--- src/rtl/acc_tile_sequencer.sv ---
// Accumulator control for one output tile: compensation load, K-tile accumulation, row readout.
// Optional protocol checking is built only when ACC_SEQ_ERR_CHECK_EN is defined.
module acc_tile_sequencer #(
  parameter int ROWS       = 8,
  parameter int ADDR_W     = 3,
  parameter int TILE_CNT_W = 8
) (
  input  logic                  clk,
  input  logic                  rst_n,
  input  logic                  start,
  input  logic [TILE_CNT_W-1:0] num_tiles,
  output logic                  busy,
  output logic                  done,
  input  logic                  comp_valid,
  input  logic                  psum_valid,
  output logic                  CACC_Wr_en,
  output logic [ADDR_W-1:0]     CAcc_Wr_Addr,
  output logic                  ACC_Wr_en,
  output logic [ADDR_W-1:0]     Acc_Wr_Addr,
  output logic                  Acc_Rd_en,
  output logic [ADDR_W-1:0]     Acc_Rd_Addr,
  output logic                  out_valid,
  input  logic                  out_ready,
  output logic                  seq_err,
  output logic [2:0]            dbg_state
);

  typedef enum logic [2:0] {IDLE, INIT, ACCUM, READ, DONE} state_t;

  localparam logic [ADDR_W-1:0]     LAST_ROW = ADDR_W'(ROWS - 1);
  localparam logic [ADDR_W-1:0]     ROW_ONE  = ADDR_W'(1);
  localparam logic [ADDR_W:0]       RD_ROWS  = (ADDR_W + 1)'(ROWS);
  localparam logic [ADDR_W:0]       RD_ONE   = (ADDR_W + 1)'(1);
  localparam logic [TILE_CNT_W-1:0] TILE_ONE = TILE_CNT_W'(1);

  state_t                state;
  logic [ADDR_W-1:0]     row;
  logic [ADDR_W-1:0]     acc_cnt;
  logic [ADDR_W:0]       rd_cnt;   // one extra bit so "all rows issued" is representable
  logic [TILE_CNT_W-1:0] tile;
  logic [TILE_CNT_W-1:0] tiles;
  logic                  accept;

  // Valid/ready: a row moves downstream in any cycle where out_valid && out_ready;
  // out_valid and the accumulator output register hold while out_ready is low.
  assign accept       = out_valid && out_ready;
  assign CACC_Wr_en   = (state == INIT)  && comp_valid;
  assign ACC_Wr_en    = (state == ACCUM) && psum_valid;
  assign Acc_Rd_en    = (state == READ) && (!out_valid || out_ready) && (rd_cnt < RD_ROWS);
  assign CAcc_Wr_Addr = row;
  assign Acc_Wr_Addr  = row;
  assign Acc_Rd_Addr  = rd_cnt[ADDR_W-1:0];
  assign dbg_state    = state;

  always_ff @(posedge clk or negedge rst_n) begin
    if (!rst_n) begin
      state     <= IDLE;
      row       <= '0;
      acc_cnt   <= '0;
      rd_cnt    <= '0;
      tile      <= '0;
      tiles     <= '0;
      busy      <= 1'b0;
      done      <= 1'b0;
      out_valid <= 1'b0;
    end else begin
      done <= 1'b0;
      case (state)
        IDLE: if (start) begin
          tiles   <= num_tiles;
          row     <= '0;
          tile    <= '0;
          rd_cnt  <= '0;
          acc_cnt <= '0;
          busy    <= 1'b1;
          state   <= INIT;
        end
        INIT: if (comp_valid) begin
          if (row == LAST_ROW) begin
            row   <= '0;
            state <= (tiles == '0) ? READ : ACCUM;
          end else begin
            row <= row + ROW_ONE;
          end
        end
        ACCUM: if (psum_valid) begin
          if (row == LAST_ROW) begin
            row  <= '0;
            tile <= tile + TILE_ONE;
            if (tile + TILE_ONE == tiles) state <= READ;
          end else begin
            row <= row + ROW_ONE;
          end
        end
        READ: begin
          if (Acc_Rd_en) begin
            rd_cnt    <= rd_cnt + RD_ONE;
            out_valid <= 1'b1;
          end else if (accept) begin
            out_valid <= 1'b0;
          end
          if (accept) begin
            acc_cnt <= acc_cnt + ROW_ONE;
            if (acc_cnt == LAST_ROW) begin
              state <= DONE;
              done  <= 1'b1;
            end
          end
        end
        DONE: begin
          busy  <= 1'b0;
          state <= IDLE;
        end
        default: state <= IDLE;
      endcase
    end
  end

`ifdef ACC_SEQ_ERR_CHECK_EN
  // Sticky until the next accepted start; the start itself wins over a same-cycle violation.
  always_ff @(posedge clk or negedge rst_n) begin
    if (!rst_n) begin
      seq_err <= 1'b0;
    end else if (state == IDLE && start) begin
      seq_err <= 1'b0;
    end else if ((comp_valid && state != INIT) || (psum_valid && state != ACCUM) ||
                 (comp_valid && psum_valid)) begin
      seq_err <= 1'b1;
    end
  end
`else
  assign seq_err = 1'b0;
`endif

endmodule

--- config.mk ---
export PLATFORM = sky130hd
export DESIGN_NAME = acc_tile_sequencer
export DESIGN_NICKNAME = d
export VERILOG_FILES = /design/src/rtl/acc_tile_sequencer.sv
export SDC_FILE = /design/constraint.sdc
export NUM_CORES = 1
export LEC_CHECK = 0
export BUFFER_PORTS_ARGS = -buffer_cell sky130_fd_sc_hd__buf_2
export CORE_ASPECT_RATIO = 0.75
export CORE_UTILIZATION = 55
export DETAILED_ROUTE_END_ITERATION = 7
export GPL_TIMING_DRIVEN = 0
export PLACE_DENSITY_LB_ADDON = 0.2
export SLEW_MARGIN = 25
export SYNTH_ARGS = -nofsm -noshare
export SYNTH_HDL_FRONTEND = slang
export SYNTH_SLANG_ARGS = --single-unit
--- constraint.sdc ---
create_clock -name clk -period 2.5 [get_ports clk]
set_clock_uncertainty 0.2 [all_clocks]
set_input_delay 0.375 -clock clk [delete_from_list [all_inputs] [get_ports clk]]
set_output_delay 0.375 -clock clk [all_outputs]
set_load 0.02 [all_outputs]
==> impl_results.rst <==
.. list-table::
   :header-rows: 1

   * - Metric
     - Value
   * - Outcome
     - complete, no violations
   * - Worst IR drop on VDD
     - 0.6288 mV
   * - Die H
     - 52.99 um
   * - Power density over the cells
     - 1046 nW/um^2
   * - Buffer count from post-CTS setup fixing
     - 0
   * - Die Area
     - 3709 um^2
   * - Placed instance count
     - roughly 290
   * - Hold Path Class
     - input port to flop
   * - Placed Area
     - 2112 um^2
   * - Number of synthesized flops with an enable pin
     - 0
   * - Total stage count of the critical path
     - 4
   * - Main flop type after synthesis
     - sky130_fd_sc_hd__dfrtp_1
   * - Worst flop-to-flop path startpoint
     - Acc_Wr_Addr[0]$_DFFE_PN0P_
   * - Net count after synthesis
     - approximately 240
   * - Clock transition at the registers of the reported paths
     - 0.07 ns
   * - Minimum hold slack
     - 0.07194 ns
   * - R2R Path End
     - tile[4]$_DFFE_PN0P_
   * - Number of warnings issued by yosys
     - 0
   * - Timing startpoint of the critical path
     - dbg_state[2]$_DFFE_PN0P_
   * - Area growth syn-to-layout
     - 17.19%
   * - Number of antenna repair diodes
     - 0
   * - Crit start category
     - flop
   * - Sum of internal, switching and leakage power
     - 2.336 mW
   * - Die Width
     - between 60 and 70 um
   * - Synth top area cells
     - sky130_fd_sc_hd__dfrtp_1 (42%), sky130_fd_sc_hd__nand2_1 (8.7%), sky130_fd_sc_hd__o21ai_0 (4.5%)
   * - Family with the most delay on the worst path
     - buffers and inverters
   * - Arrival time worst endpoint
     - 1.83 ns
   * - Net count reported at finish
     - 277
   * - Worst slack at placement
     - 0.3731 ns
   * - Internal power contribution
     - 1.394 mW
   * - Core box area
     - ~3300 um^2
   * - Mean Syn Cell Area
     - 8.747 um^2
   * - Register-to-register path setup slack
     - between 0.3 and 0.4 ns
   * - Critical Path Sink Type
     - output pin
   * - Worst path setup slack after routing
     - 0.09301 ns
   * - Crit-path slowest cell
     - sky130_fd_sc_hd__dfrtp_1
   * - WL/cell
     - 13.66 um
   * - Filler-free cell count of the finished design
     - 298
   * - Portion of total power attributed to combinational logic
     - 43.6%
   * - Period utilization
     - 96.28%
   * - Required time of the critical path
     - 1.92 ns
   * - Vias per cell
     - 5.497
   * - Count of vias placed by the detailed router
     - 1,638
   * - Flops & latches, synth
     - 32
   * - Seq/Total Area, Yosys
     - about two fifths
   * - Max stage delay on crit path
     - 0.39 ns
   * - Worst relative slew slack
     - a little over half
   * - Top-Level Pins
     - 33
   * - Row cnt
     - 18
   * - Final design area excluding fillers
     - 2235 um^2
   * - Number of global-route vias before repair
     - around 1,400
   * - First-pass GRT wire length
     - roughly 6600 um
   * - Series of cell instances along the critical path
     - clkbuf_1, nand3b_1, a211oi_4, buf_2
   * - Starting density of the core
     - 57.99%
   * - Grt ovf
     - 0
   * - Cell type contributing the most total cell area after synthesis
     - sky130_fd_sc_hd__dfrtp_1
   * - Instance count of the mapped netlist
     - 218
   * - CTS sink count
     - 32
   * - Clock network power share
     - between 20% and 30%
   * - Aggregate negative setup slack
     - 0 ns
   * - DPL Wire Length
     - about 2900 um
   * - Sw power
     - 0.9425 mW
   * - Min Tclk post-route
     - 2.407 ns
   * - Largest net degree at the start of global routing
     - 33
   * - Yosys top cell area share
     - 41.99%
   * - Summed instance area of the synthesized netlist
     - between 1500 and 2000 um^2
   * - Total track usage
     - 23.89%
   * - CTS tree
     - yes
   * - Cell variety after synth
     - 45
   * - Highest achievable clock rate
     - around 0.42 GHz
   * - Number of buffers created by CTS
     - 5
   * - Post-detailed-route count of antenna-violating nets
     - 0
   * - Antenna violations before repair
     - 0
   * - Setup violation total in the final timing report
     - 0
   * - Wire length reported by the detailed router
     - 4072 um
   * - Number of buffers between clock root and the deepest sink
     - 2
   * - Max FO, Critical Path
     - 10
   * - Core occupancy in the finished layout
     - between 60% and 70%
   * - Clock Latency Late Sink
     - 0.29 ns
   * - Cell at the root of the clock tree
     - sky130_fd_sc_hd__clkbuf_8
   * - H-tree Lvls
     - 2
   * - GPL Wtd Cong
     - 0.8112
   * - Worst-Margin Slew
     - 0.7196 ns
   * - Worst setup path endpoint
     - Acc_Rd_en
   * - Power share of the sequential group
     - 35.3%
   * - WS Path Type
     - flop to output pin
   * - Leakage power
     - 1.078 nW
   * - RSZ-0062 raised after global routing
     - no
   * - Switching fraction of total power
     - 40.34%
   * - Worst reg-to-reg path cell count
     - 6
   * - Drt drc
     - 0
   * - Buffering stage count on the worst path with inverters included
     - 2
   * - Share of post-route cells with drive strength above 1
     - about 22%
   * - Count of input and output buffers
     - 31
   * - Reported max-cap violation count
     - 0
   * - Slew Viols, Final
     - 0
   * - Share of async-settable or async-resettable flops after synthesis
     - between 90% and 100%
   * - TritonRoute pass-1 iters
     - 4
   * - Number of failing hold endpoints at the final stage
     - 0
   * - Starting DRT DRC Count
     - approximately 130
==> area by class of cell <==
type,instances,area (um^2)
Fill cell,267,1054
Buffer,15,96.34
Clock inverter,2,35.03
Multi-Input combinational cell,163,984.7
Clock buffer,6,72.57
Tap cell,40,50.05
Timing Repair Buffer,32,165.2
Inverter,8,30.03
Sequential cell,32,800.8
==> synth_stat cells, drive strengths merged (2+ instances only) <==
cell type  number
nand3b          2
nand2b          4
nand3          12
inv             8
and2            4
dfrtp          32
a211oi          2
and3            3
clkbuf          5
a21oi           4
nor3            9
a31oi           2
nor2           14
nor2b           3
nor3b           4
buf            10
xor2            6
o21ai          18
xnor2           7
o31ai           2
nand2          44
o211ai          2
ha              6
==> power by group through the flow <==
stage | clock network [mW] | logic [mW] | registers, mW
after global placement | 0 | 0.991 | 0.822
after detailed placement | 0 | 1.01 | 0.830
final | 0.494 | 1.02 | 0.825
after floorplan | 0 | 0.745 | 0.837
after CTS | 0.502 | 1.02 | 0.821
after global routing | 0.527 | 1.14 | 0.845
==> cell usage in the layout, fill, tap and decap left out, types with 4 or more instances in the layout <==
cell type,n
sky130_fd_sc_hd__nor3_1,8
sky130_fd_sc_hd__ha_1,6
sky130_fd_sc_hd__xor2_1,6
sky130_fd_sc_hd__inv_1,8
sky130_fd_sc_hd__nor2_1,14
sky130_fd_sc_hd__a21oi_1,4
sky130_fd_sc_hd__clkbuf_8,5
sky130_fd_sc_hd__clkbuf_1,5
sky130_fd_sc_hd__xnor2_1,7
sky130_fd_sc_hd__nand3_1,11
sky130_fd_sc_hd__dfrtp_1,32
sky130_fd_sc_hd__nor3b_1,4
sky130_fd_sc_hd__o21ai_0,17
sky130_fd_sc_hd__buf_4,8
sky130_fd_sc_hd__buf_2,32
sky130_fd_sc_hd__nand2_1,44
==> worst register-to-register path: cells and delay by family (launching register included) <==
kind / cells / cell delay (ns)
flip-flops: 1 / 0.43
AND/OR/NAND/NOR: 1 / 0.19
adder cells (fa/ha/maj): 2 / 0.47
AO/OA/AOI/OAI: 3 / 0.75
==> logic make-up (layout without fill, tap and decap cells) <==
kind of cell | Yosys count | in the layout | synth area share (%)
mux | 1 | 1 | 0.5250
xor+xnor | 13 | 13 | 5.971
other cells | 1 | 1 | 0.1967
simple gates | 104 | 104 | 26.51
flops | 32 | 32 | 41.99
buf+inv | 23 | 63 | 6.627
compound gates | 38 | 38 | 14.24
fa+ha+maj | 6 | 6 | 3.937
==> flip-flops by register name (all words and copies together) (netlist names) <==
| signal | count |
|---|---|
| tiles | 8 |
| busy | 1 |
| dbg_state | 3 |
| rd_cnt | 4 |
| tile | 8 |
| done | 1 |
| out_valid | 1 |
| acc_cnt | 3 |
| Acc_Wr_Addr | 3 |
==> worst min-delay path by stage <==
stage,from,end,slack (ns),depth (start not counted)
finish,num_tiles[1],tiles[1]$_DFFE_PN0P_,0.07,3
global route,num_tiles[4],tiles[4]$_DFFE_PN0P_,0.07,3
CTS,num_tiles[1],tiles[1]$_DFFE_PN0P_,0.07,3
detailed placement,rst_n,Acc_Wr_Addr[1]$_DFFE_PN0P_,0.26,1
global placement,rst_n,Acc_Wr_Addr[1]$_DFFE_PN0P_,0.27,1
floorplan,rst_n,Acc_Wr_Addr[0]$_DFFE_PN0P_,-0.12,0
==> routing by layer <==
metal / global-route usage, % / share of wire, %
met1: 33.01 / 49
met2: 36.22 / 44
met3: 8.000 / 5.4
met4: 6.000 / 0.91
met5: 0 / 0
==> repair_timing <==
| action | in CTS | in global routing |
|---|---|---|
| gates resized for setup | 0 | 0 |
| endpoints found under the hold margin | 32 | 0 |
| hold buffers | 1 | 0 |
Power figures use the tool's default switching activity.
